$ cat config.mk
export PLATFORM = sky130hd
export DESIGN_NAME = seq_signed_multiplier
export DESIGN_NICKNAME = d
export VERILOG_FILES = /design/src/rtl/seq_signed_multiplier.sv
export SDC_FILE = /design/constraint.sdc
export NUM_CORES = 1
export LEC_CHECK = 0
export ABC_AREA = 1
export CAP_MARGIN = 20
export CORE_MARGIN = 2
export CORE_UTILIZATION = 62
export CTS_BUF_LIST = sky130_fd_sc_hd__clkbuf_8
export DETAILED_ROUTE_END_ITERATION = 12
export MAX_ROUTING_LAYER = met4
export PLACE_DENSITY = 0.95
export SLEW_MARGIN = 25
export SYNTH_ARGS = -nofsm -noshare
export SYNTH_HDL_FRONTEND = slang
export SYNTH_SLANG_ARGS = --single-unit
$ cat constraint.sdc
create_clock -name clk -period 5.24 [get_ports clk]
set_input_delay 1.572 -clock clk [delete_from_list [all_inputs] [get_ports clk]]
set_output_delay 1.572 -clock clk [all_outputs]
set_load 0.05 [all_outputs]
$ cat src/rtl/seq_signed_multiplier.sv
// seq_signed_multiplier: iterative signed/unsigned multiply-accumulate, R multiplier bits per cycle
//   clk, rst            : clock, synchronous active-high reset
//   in_valid/in_ready   : operand handshake (ready only in IDLE)
//   a, b                : multiplicand, multiplier (W bits)
//   is_signed, acc      : two's-complement operands; add product to previous p
//   out_valid/out_ready : result handshake (valid only in DONE)
//   p                   : 2W-bit product or accumulated sum, mod 2^(2W)
//   busy                : high in RUN or DONE
module seq_signed_multiplier #(
  parameter int W = 4,
  parameter int R = 1
) (
  input  logic           clk,
  input  logic           rst,
  input  logic           in_valid,
  output logic           in_ready,
  input  logic [W-1:0]   a,
  input  logic [W-1:0]   b,
  input  logic           is_signed,
  input  logic           acc,
  output logic           out_valid,
  input  logic           out_ready,
  output logic [2*W-1:0] p,
  output logic           busy
);
  localparam int N  = W / R;
  localparam int CW = (N > 1) ? $clog2(N) : 1;
  typedef enum logic [1:0] {IDLE, RUN, DONE} state_t;
  state_t         r_state, w_next;
  logic [2*W-1:0] r_mcand, r_sum, r_p;
  logic [2*W-1:0] w_a_ext, w_mcand, w_term;
  logic [W-1:0]   r_mplier, w_mplier;
  logic [CW-1:0]  r_cnt;
  logic           w_neg, w_accept, w_last;
  // A negative multiplier is handled by negating both operands; the 2W-bit
  // extension keeps -2^(W-1) exact, and the negated b is read as unsigned.
  assign w_a_ext  = {{W{is_signed & a[W-1]}}, a};
  assign w_neg    = is_signed & b[W-1];
  assign w_mcand  = w_neg ? -w_a_ext : w_a_ext;
  assign w_mplier = w_neg ? -b : b;
  assign w_accept = (r_state == IDLE) && in_valid;
  assign w_last   = r_cnt == CW'(N - 1);
  // The multiplicand is pre-shifted each cycle, so the digit product needs no variable shift.
  assign w_term   = r_mcand * {{(2*W-R){1'b0}}, r_mplier[R-1:0]};
  always_comb begin
    w_next = r_state;
    case (r_state)
      IDLE:    w_next = in_valid ? RUN : IDLE;
      RUN:     w_next = w_last ? DONE : RUN;
      DONE:    w_next = out_ready ? IDLE : DONE;
      default: w_next = IDLE;
    endcase
  end
  always_ff @(posedge clk) begin
    if (rst) begin
      r_state  <= IDLE;
      r_mcand  <= '0;
      r_mplier <= '0;
      r_sum    <= '0;
      r_p      <= '0;
      r_cnt    <= '0;
    end else begin
      r_state <= w_next;
      if (w_accept) begin
        r_mcand  <= w_mcand;
        r_mplier <= w_mplier;
        r_sum    <= acc ? r_p : '0;
        r_cnt    <= '0;
      end else if (r_state == RUN) begin
        r_sum    <= r_sum + w_term;
        r_mcand  <= r_mcand << R;
        r_mplier <= r_mplier >> R;
        r_cnt    <= r_cnt + CW'(1);
        if (w_last) r_p <= r_sum + w_term;
      end
    end
  end
  assign in_ready  = r_state == IDLE;
  assign out_valid = r_state == DONE;
  assign busy      = r_state != IDLE;
  assign p         = r_p;
endmodule

==> summary.md, run 1 <==
| Metric | Value |
|---|---|
| Final non-filler cell area | 2350 sq um |
| Fin util | 75.9% |
| Clock Skew | 0.00326 ns |
| 1st-iter DRT viols | 83 |
| Clk_lat worst skew | 0.29 ns |
| Initial Util | 66.3% |
| DR WL met3 | 217 microns |
| Avg Cell Area, Syn | 7.32 sq um |
| Commonest non-fill, non-tap cell in the layout | nand2_1 |
| Kind of critical path | reg -> out |
| Slew @ Worst Pin | 0.762 ns |
| CP top delay family | buffers and inverters |
| Clock transition at the registers of the reported paths | 0.07 ns |
| Clock Sinks | 32 |
| Setup WS post-layout | 1.99 ns |
| Clock buffer depth | 2 |
| Area share of and/or/nand/nor cells after synthesis | 20.6% |
| Synth Cell Area | 2060 sq um |
| Setup tns final | 0 ns |
| Yosys warns | 0 |
| Cell accounting for the most synthesized area | dfxtp_1 |
| Largest net degree at the start of global routing | 21 |
| Arrival @ worst endpoint | 1.68 ns |
| RePlAce Congestion | 0.878 |
| Post-route ant nets | 0 |
| P_int | 0.447 mW |
| CP Cell Sequence | nor2_2 -> clkdlybuf4s50_1 |
| Vias/cell | 5.21 |
| IO Pins | 25 |
| Startpoint Class | flop |
| Cell Rows | 20 |
| Status | completed |
| Crit. End Element | primary output |
| Leak pwr | 1.12 nW |
| Final setup violation count | 0 |
| Minimum clock period | 3.25 ns |
| Core Area | 3100 sq um |
| Met1 WL | 1880 microns |
| Final Max Tran Viols | 0 |
| Sw Pwr | 0.189 mW |
| Via count | 1807 |
| Post-synthesis sequential area ratio | 31.1% |
| Mapped Cells | 281 |
| Synth Area in Adders | 7.06% |
| Post-synth top area share | 31.1% |
| Max IR drop VDD | 194 uV |
| Largest cells by area after synthesis | dfxtp_1, nand2_1, inv_1 |
| Cts bufs inserted | 5 |
| Net count, final | 327 |
| Comb pwr share | 19.5% |
| First-pass GRT wire length | 7130 microns |
| RSZ-0062 raised after global routing | no |
| Area Overhead vs Synth | 14.5% |
| Port Buffer Count | 24 |
| Switch share | 29.8% |
| Max-slew headroom | 49.1% |
| Layout cells sized above 1 | 12.5% |
| Sequential Power Share | 42.7% |
| Placed Area | 2240 sq um |
| H-tree lvl count | 2 |
| Layout fillers | 256 |
| Gr usage total | 27.0% |
| Largest family of logic cells by synthesized area | compound AO/OA/AOI/OAI gates |
| Die width | 61.6 microns |
| Drt drc | 0 |
| Post-Syn Nets | 306 |
| Hold Buf Count CTS | 0 |
| Final period util | 62.0% |
| Slowest CP cell | clkdlybuf4s50_1 |
| DRT Wirelength | 4180 microns |
| HPWL Detailed | 2960 microns |
| WL per Instance | 12.0 microns |
| Fmax | 308 MHz |
| Synth Area in Compound Gates | 22.4% |
| Hold/Removal Path Class | reg -> reg |
| Antenna cells | 0 |
| CP max stage delay | 0.84 ns |
| Chip Height | 61.6 microns |
| DRT Pass-1 Iters | 4 |
| Vias in the first global route | 1654 |
| WP data required | 3.67 ns |
| Met2 routed wirelength | 1990 microns |
| Post-CTS setup buffers | 0 |
| DIE AREA | 3790 sq um |
| Total of max-cap violations | 0 |
| #FFs+latches synth | 32 |
| Post-CTS resize count | 0 |
| DR top layer | met4 |
| Dpl ws | 1.76 ns |
| CTS tree | yes |
| Synth cell types | 34 |
| Pwr/cell area | 270 nW/um^2 |
| Fin. Hold Viols | 0 |
| Buf/Inv on CP | 1 |
| Antenna violations before repair | 0 |
| Worst Path Max Fanout | 3 |
| Gr ovfl total | 0 |
| Clk root buf | clkbuf_8 |
| Most frequent cells in the layout | nand2_1, inv_1, dfxtp_1 |
| Mux cell area share after synthesis | 0% |
| Area share of xor/xnor cells in the synthesized design | 2.98% |
| Clk pwr share | 37.7% |
==> power groups by stage <==
| stage | Clock, mW | Combinational [mW] | Sequential (mW) |
|---|---|---|---|
| detailed placement | 0 | 0.123 | 0.277 |
| global route | 0.251 | 0.139 | 0.274 |
| CTS | 0.241 | 0.125 | 0.272 |
| floorplan | 0 | 0.106 | 0.273 |
| finish | 0.240 | 0.124 | 0.272 |
| global placement | 0 | 0.120 | 0.277 |
==> final cells by class <==
cell class,count,area (sq um),share of cell area (%)
inverter,53,216,9.19
multi-input combinational,186,1090,46.3
timing repair buffer,24,240,10.2
tap,44,55.1,2.34
sequential,32,641,27.2
clock inverter,3,42.5,1.81
clock buffer,5,68.8,2.92
==> kinds of logic after synthesis <==
logic type	count (synthesis)
compound gates	74
xor+xnor	7
fa+ha+maj	11
buf+inv	63
flops	32
simple gates	94
==> stage by stage <==
step | hold WS (ns) | power (mW) | instances
floorplan | 0.440 | 0.379 | 281
global placement | 0.453 | 0.396 | 339
detailed placement | 0.459 | 0.401 | 339
CTS | 0.469 | 0.637 | 347
global route | 0.488 | 0.664 | 347
finish | 0.468 | 0.636 | 347
==> registers in the layout (all words and copies together) (netlist names) <==
name      cells
p             8
r_mcand       8
r_sum         8
r_mplier      4
r_cnt         2
r_state       2
==> worst reg2reg max path: stages (launching register included) <==
cell	delay [ns]
dfxtp_1	0.49
nand2_1	0.09
inv_1	0.06
ha_1	0.16
inv_1	0.06
fa_1	0.41
inv_1	0.09
nand3_1	0.11
nand3_1	0.09
nand2_1	0.05
nand2_1	0.07
nand2_1	0.07
a21oi_2	0.12
==> Yosys cell counts <==
cell type / n
clkbuf_4: 1
clkbuf_1: 1
xnor2_1: 2
o21ai_2: 10
nand3b_1: 1
dfxtp_1: 32
o21a_1: 1
buf_12: 2
xor2_1: 5
nand2_1: 63
inv_2: 1
a21oi_1: 24
inv_8: 1
o21ai_1: 13
o21ai_0: 11
buf_6: 4
nor3_1: 2
buf_4: 1
a211oi_1: 1
nand4_1: 1
a21oi_2: 10
buf_2: 1
nor2_1: 10
o211ai_1: 1
ha_1: 10
inv_1: 49
a22oi_1: 3
nor2_2: 1
fa_1: 1
nor2_8: 1
inv_6: 2
nand3_1: 11
nor2_4: 1
nand2_4: 3
==> worst paths after layout <==
path	startpoint	to	slack, ns	depth (start not counted)
max reg2reg	r_mplier[0]	r_sum[6]	3.32	12
max	r_state[0]	in_ready	1.99	2
min reg2reg	r_mplier[2]	r_mplier[2]	0.47	2
min	r_mplier[2]	r_mplier[2]	0.47	2
==> routing by layer <==
layer	up-vias	track usage (%)
met2	48	42.7
met3	11	7.56
met1	802	32.0
met4	0	11.9
met5	-	-
li1	946	-
(Power assumes the default switching activity.)
==> run 2: changes to the inputs <==
CORE_UTILIZATION = 52   (was 62)
PLACE_DENSITY = 0.88   (was 0.95)
clock period = 2.9 ns   (was 5.24 ns; I/O delays follow)
==> run 2 against run 1 <==
Net effect: worst setup slack worse by 1.6 ns; critical path depth increased by 1; combinational power grew 84%; total power is 72% higher; sequential share of layout area hardly changed; register-to-register slack got worse by 2.5 ns; largest cell class unchanged.
==> summary.md, run 2 (synthesized netlist as in run 1, its figures left out) <==
| Metric | Value |
|---|---|
| Reg2reg start | r_mplier[0] |
| Clock Skew | 0.00261 ns (-0.000651 ns) |
| Fin cells | 351 (+1.2%) |
| RSZ-0062 raised after global routing | no |
| Initial Util | 54.9% (-11 points) |
| Final Max Tran Viols | 0 (unchanged) |
| Largest net degree at the start of global routing | 21 (unchanged) |
| R2R cell count | 10 (-2) |
| Commonest non-fill, non-tap cell in the layout | nand2_1 |
| CP max stage delay | 0.82 ns (-0.02 ns) |
| Cell Rows | 22 (+10%) |
| Post-CTS resize count | 0 (unchanged) |
| Slew @ Worst Pin | 0.599 ns (-0.163 ns) |
| Pwr/cell area | 464 nW/um^2 (+72%) |
| Flop2flop setup slack | 0.84 ns (-2.48 ns) |
| Vias/cell | 5.13 (-1.5%) |
| Placed Area | 2260 sq um (+0.56%) |
| Antenna cells | 0 (unchanged) |
| Worst Hold Path Cells | 2 (unchanged) |
| Most frequent cells in the layout | nand2_1, inv_1, dfxtp_1 |
| Setup tns final | 0 ns (unchanged) |
| WL per Instance | 12.4 microns (+2.5%) |
| R2r endpoint | r_sum[4] |
| Placed insts | 344 (+1.5%) |
| HPWL Detailed | 3130 microns (+5.7%) |
| Crit. End Element | primary output |
| Via count | 1800 (-0.39%) |
| H-tree lvl count | 2 (unchanged) |
| Antenna violations before repair | 0 (unchanged) |
| Port Buffer Count | 24 (unchanged) |
| Post-route ant nets | 0 (unchanged) |
| Fin. Hold Viols | 0 (unchanged) |
| Hold_sp | r_mplier[2] |
| Hold Path End | r_mplier[2] |
| Layout cells sized above 1 | 12.5% (unchanged) |
| Total of max-cap violations | 0 (unchanged) |
| Leak pwr | 1.12 nW (about the same) |
| DIE AREA | 4470 sq um (+18%) |
| Cts bufs inserted | 5 (unchanged) |
| Final period util | 86.8% |
| Clock transition at the registers of the reported paths | 0.06 ns (about the same) |
| Clock buffer depth | 2 (unchanged) |
| WP data required | 2.03 ns (-1.64 ns) |
| Die width | 66.9 microns (+8.6%) |
| Clock Sinks | 32 (unchanged) |
| Kind of critical path | reg -> out |
| Final non-filler cell area | 2350 sq um (-0.11%) |
| DRT Pass-1 Iters | 4 (unchanged) |
| Worst Path Max Fanout | 2 (-1) |
| Max-slew headroom | 60.0% (+11 points) |
| Clk root buf | clkbuf_8 |
| Status | completed |
| Chip Height | 66.9 microns (+8.6%) |
| Net count, final | 328 (+0.31%) |
| RePlAce Congestion | 0.825 (-6.0%) |
| Max IR drop VDD | 318 uV (+64%) |
| Hold Buf Count CTS | 0 (unchanged) |
| 1st-iter DRT viols | 69 (-17%) |
| IO Pins | 25 (unchanged) |
| Gr usage total | 22.7% (-4.4 points) |
| Hold slack | 0.469 ns (+0.000458 ns) |
| CP Cell Sequence | inv_1 -> nor2_1 -> clkdlybuf4s50_1 |
| Fin util | 62.8% (-13 points) |
| Minimum clock period | 2.52 ns |
| Core Area | 3740 sq um (+21%) |
| Final setup violation count | 0 (unchanged) |
| Hold/Removal Path Class | reg -> reg |
| Drt drc | 0 (unchanged) |
| Post-CTS setup buffers | 0 (unchanged) |
| Clk_lat worst skew | 0.28 ns (about the same) |
| Vias in the first global route | 1703 (+3.0%) |
| Slowest CP cell | clkdlybuf4s50_1 |
| DRT Wirelength | 4340 microns (+3.7%) |
| First-pass GRT wire length | 7400 microns (+3.8%) |
| Arrival @ worst endpoint | 1.65 ns (-0.03 ns) |
| Area Overhead vs Synth | 14.4% |
| Gr ovfl total | 0 (unchanged) |
| Startpoint Class | flop |
| CTS tree | yes |
| Fmax | 397 MHz |
run 2: changes by cell type in the layout (fill, tap and decap cells not counted), sizes merged:
cell      previous run  this run
bufinv               1         0
clkinv               1         0
clkinvlp             1         0
clkbuf               5         7
buf                  0         1
run 2: stage by stage:
stage               setup WS, ns  total power, mW
CTS                        0.376             1.09
detailed placement         0.510            0.724
finish                     0.383             1.09
global route               0.305             1.15
global placement           0.568            0.716
floorplan                  0.784            0.686
run 2: report_power, final:
| part | leakage [nW] | internal, mW | switching [mW] | total [mW] |
|---|---|---|---|---|
| Sequential | 0.262 | 0.468 | 0.0242 | 0.492 |
| Clock | 0.0503 | 0.211 | 0.161 | 0.372 |
| Combinational | 0.812 | 0.0870 | 0.141 | 0.228 |
run 2: worst max-delay path by stage:
stage	from	to	slack (ns)	depth (start not counted)
after floorplan	r_state[0]	busy	0.78	2
after global placement	in_valid	r_sum[2]	0.57	8
after detailed placement	in_valid	r_sum[2]	0.51	8
after CTS	r_state[0]	in_ready	0.38	2
after global routing	r_state[1]	out_valid	0.31	3
final	r_state[1]	out_valid	0.38	3
run 2: area by class of cell:
type | instances | area [sq um]
fillers | 342 | 1390
multi-input cells | 186 | 1090
flip-flops and latches | 32 | 641
repair buffers | 25 | 248
inverters | 53 | 216
clock buffers | 7 | 96.3
well taps | 48 | 60.1
run 2: routing by layer:
metal  global-route usage (%)  routed length (microns)
met1                     26.4                     1980
met3                     6.59                      208
met4                     5.87                       46
met5                        -                        0
met2                     38.3                     2100
run 2: worst max-delay path, delay by kind of cell (launching register included):
kind / cells / cell delay [ns]
buffers and inverters: 2 / 0.90
and+or+nand+nor: 1 / 0.13
DFF: 1 / 0.34
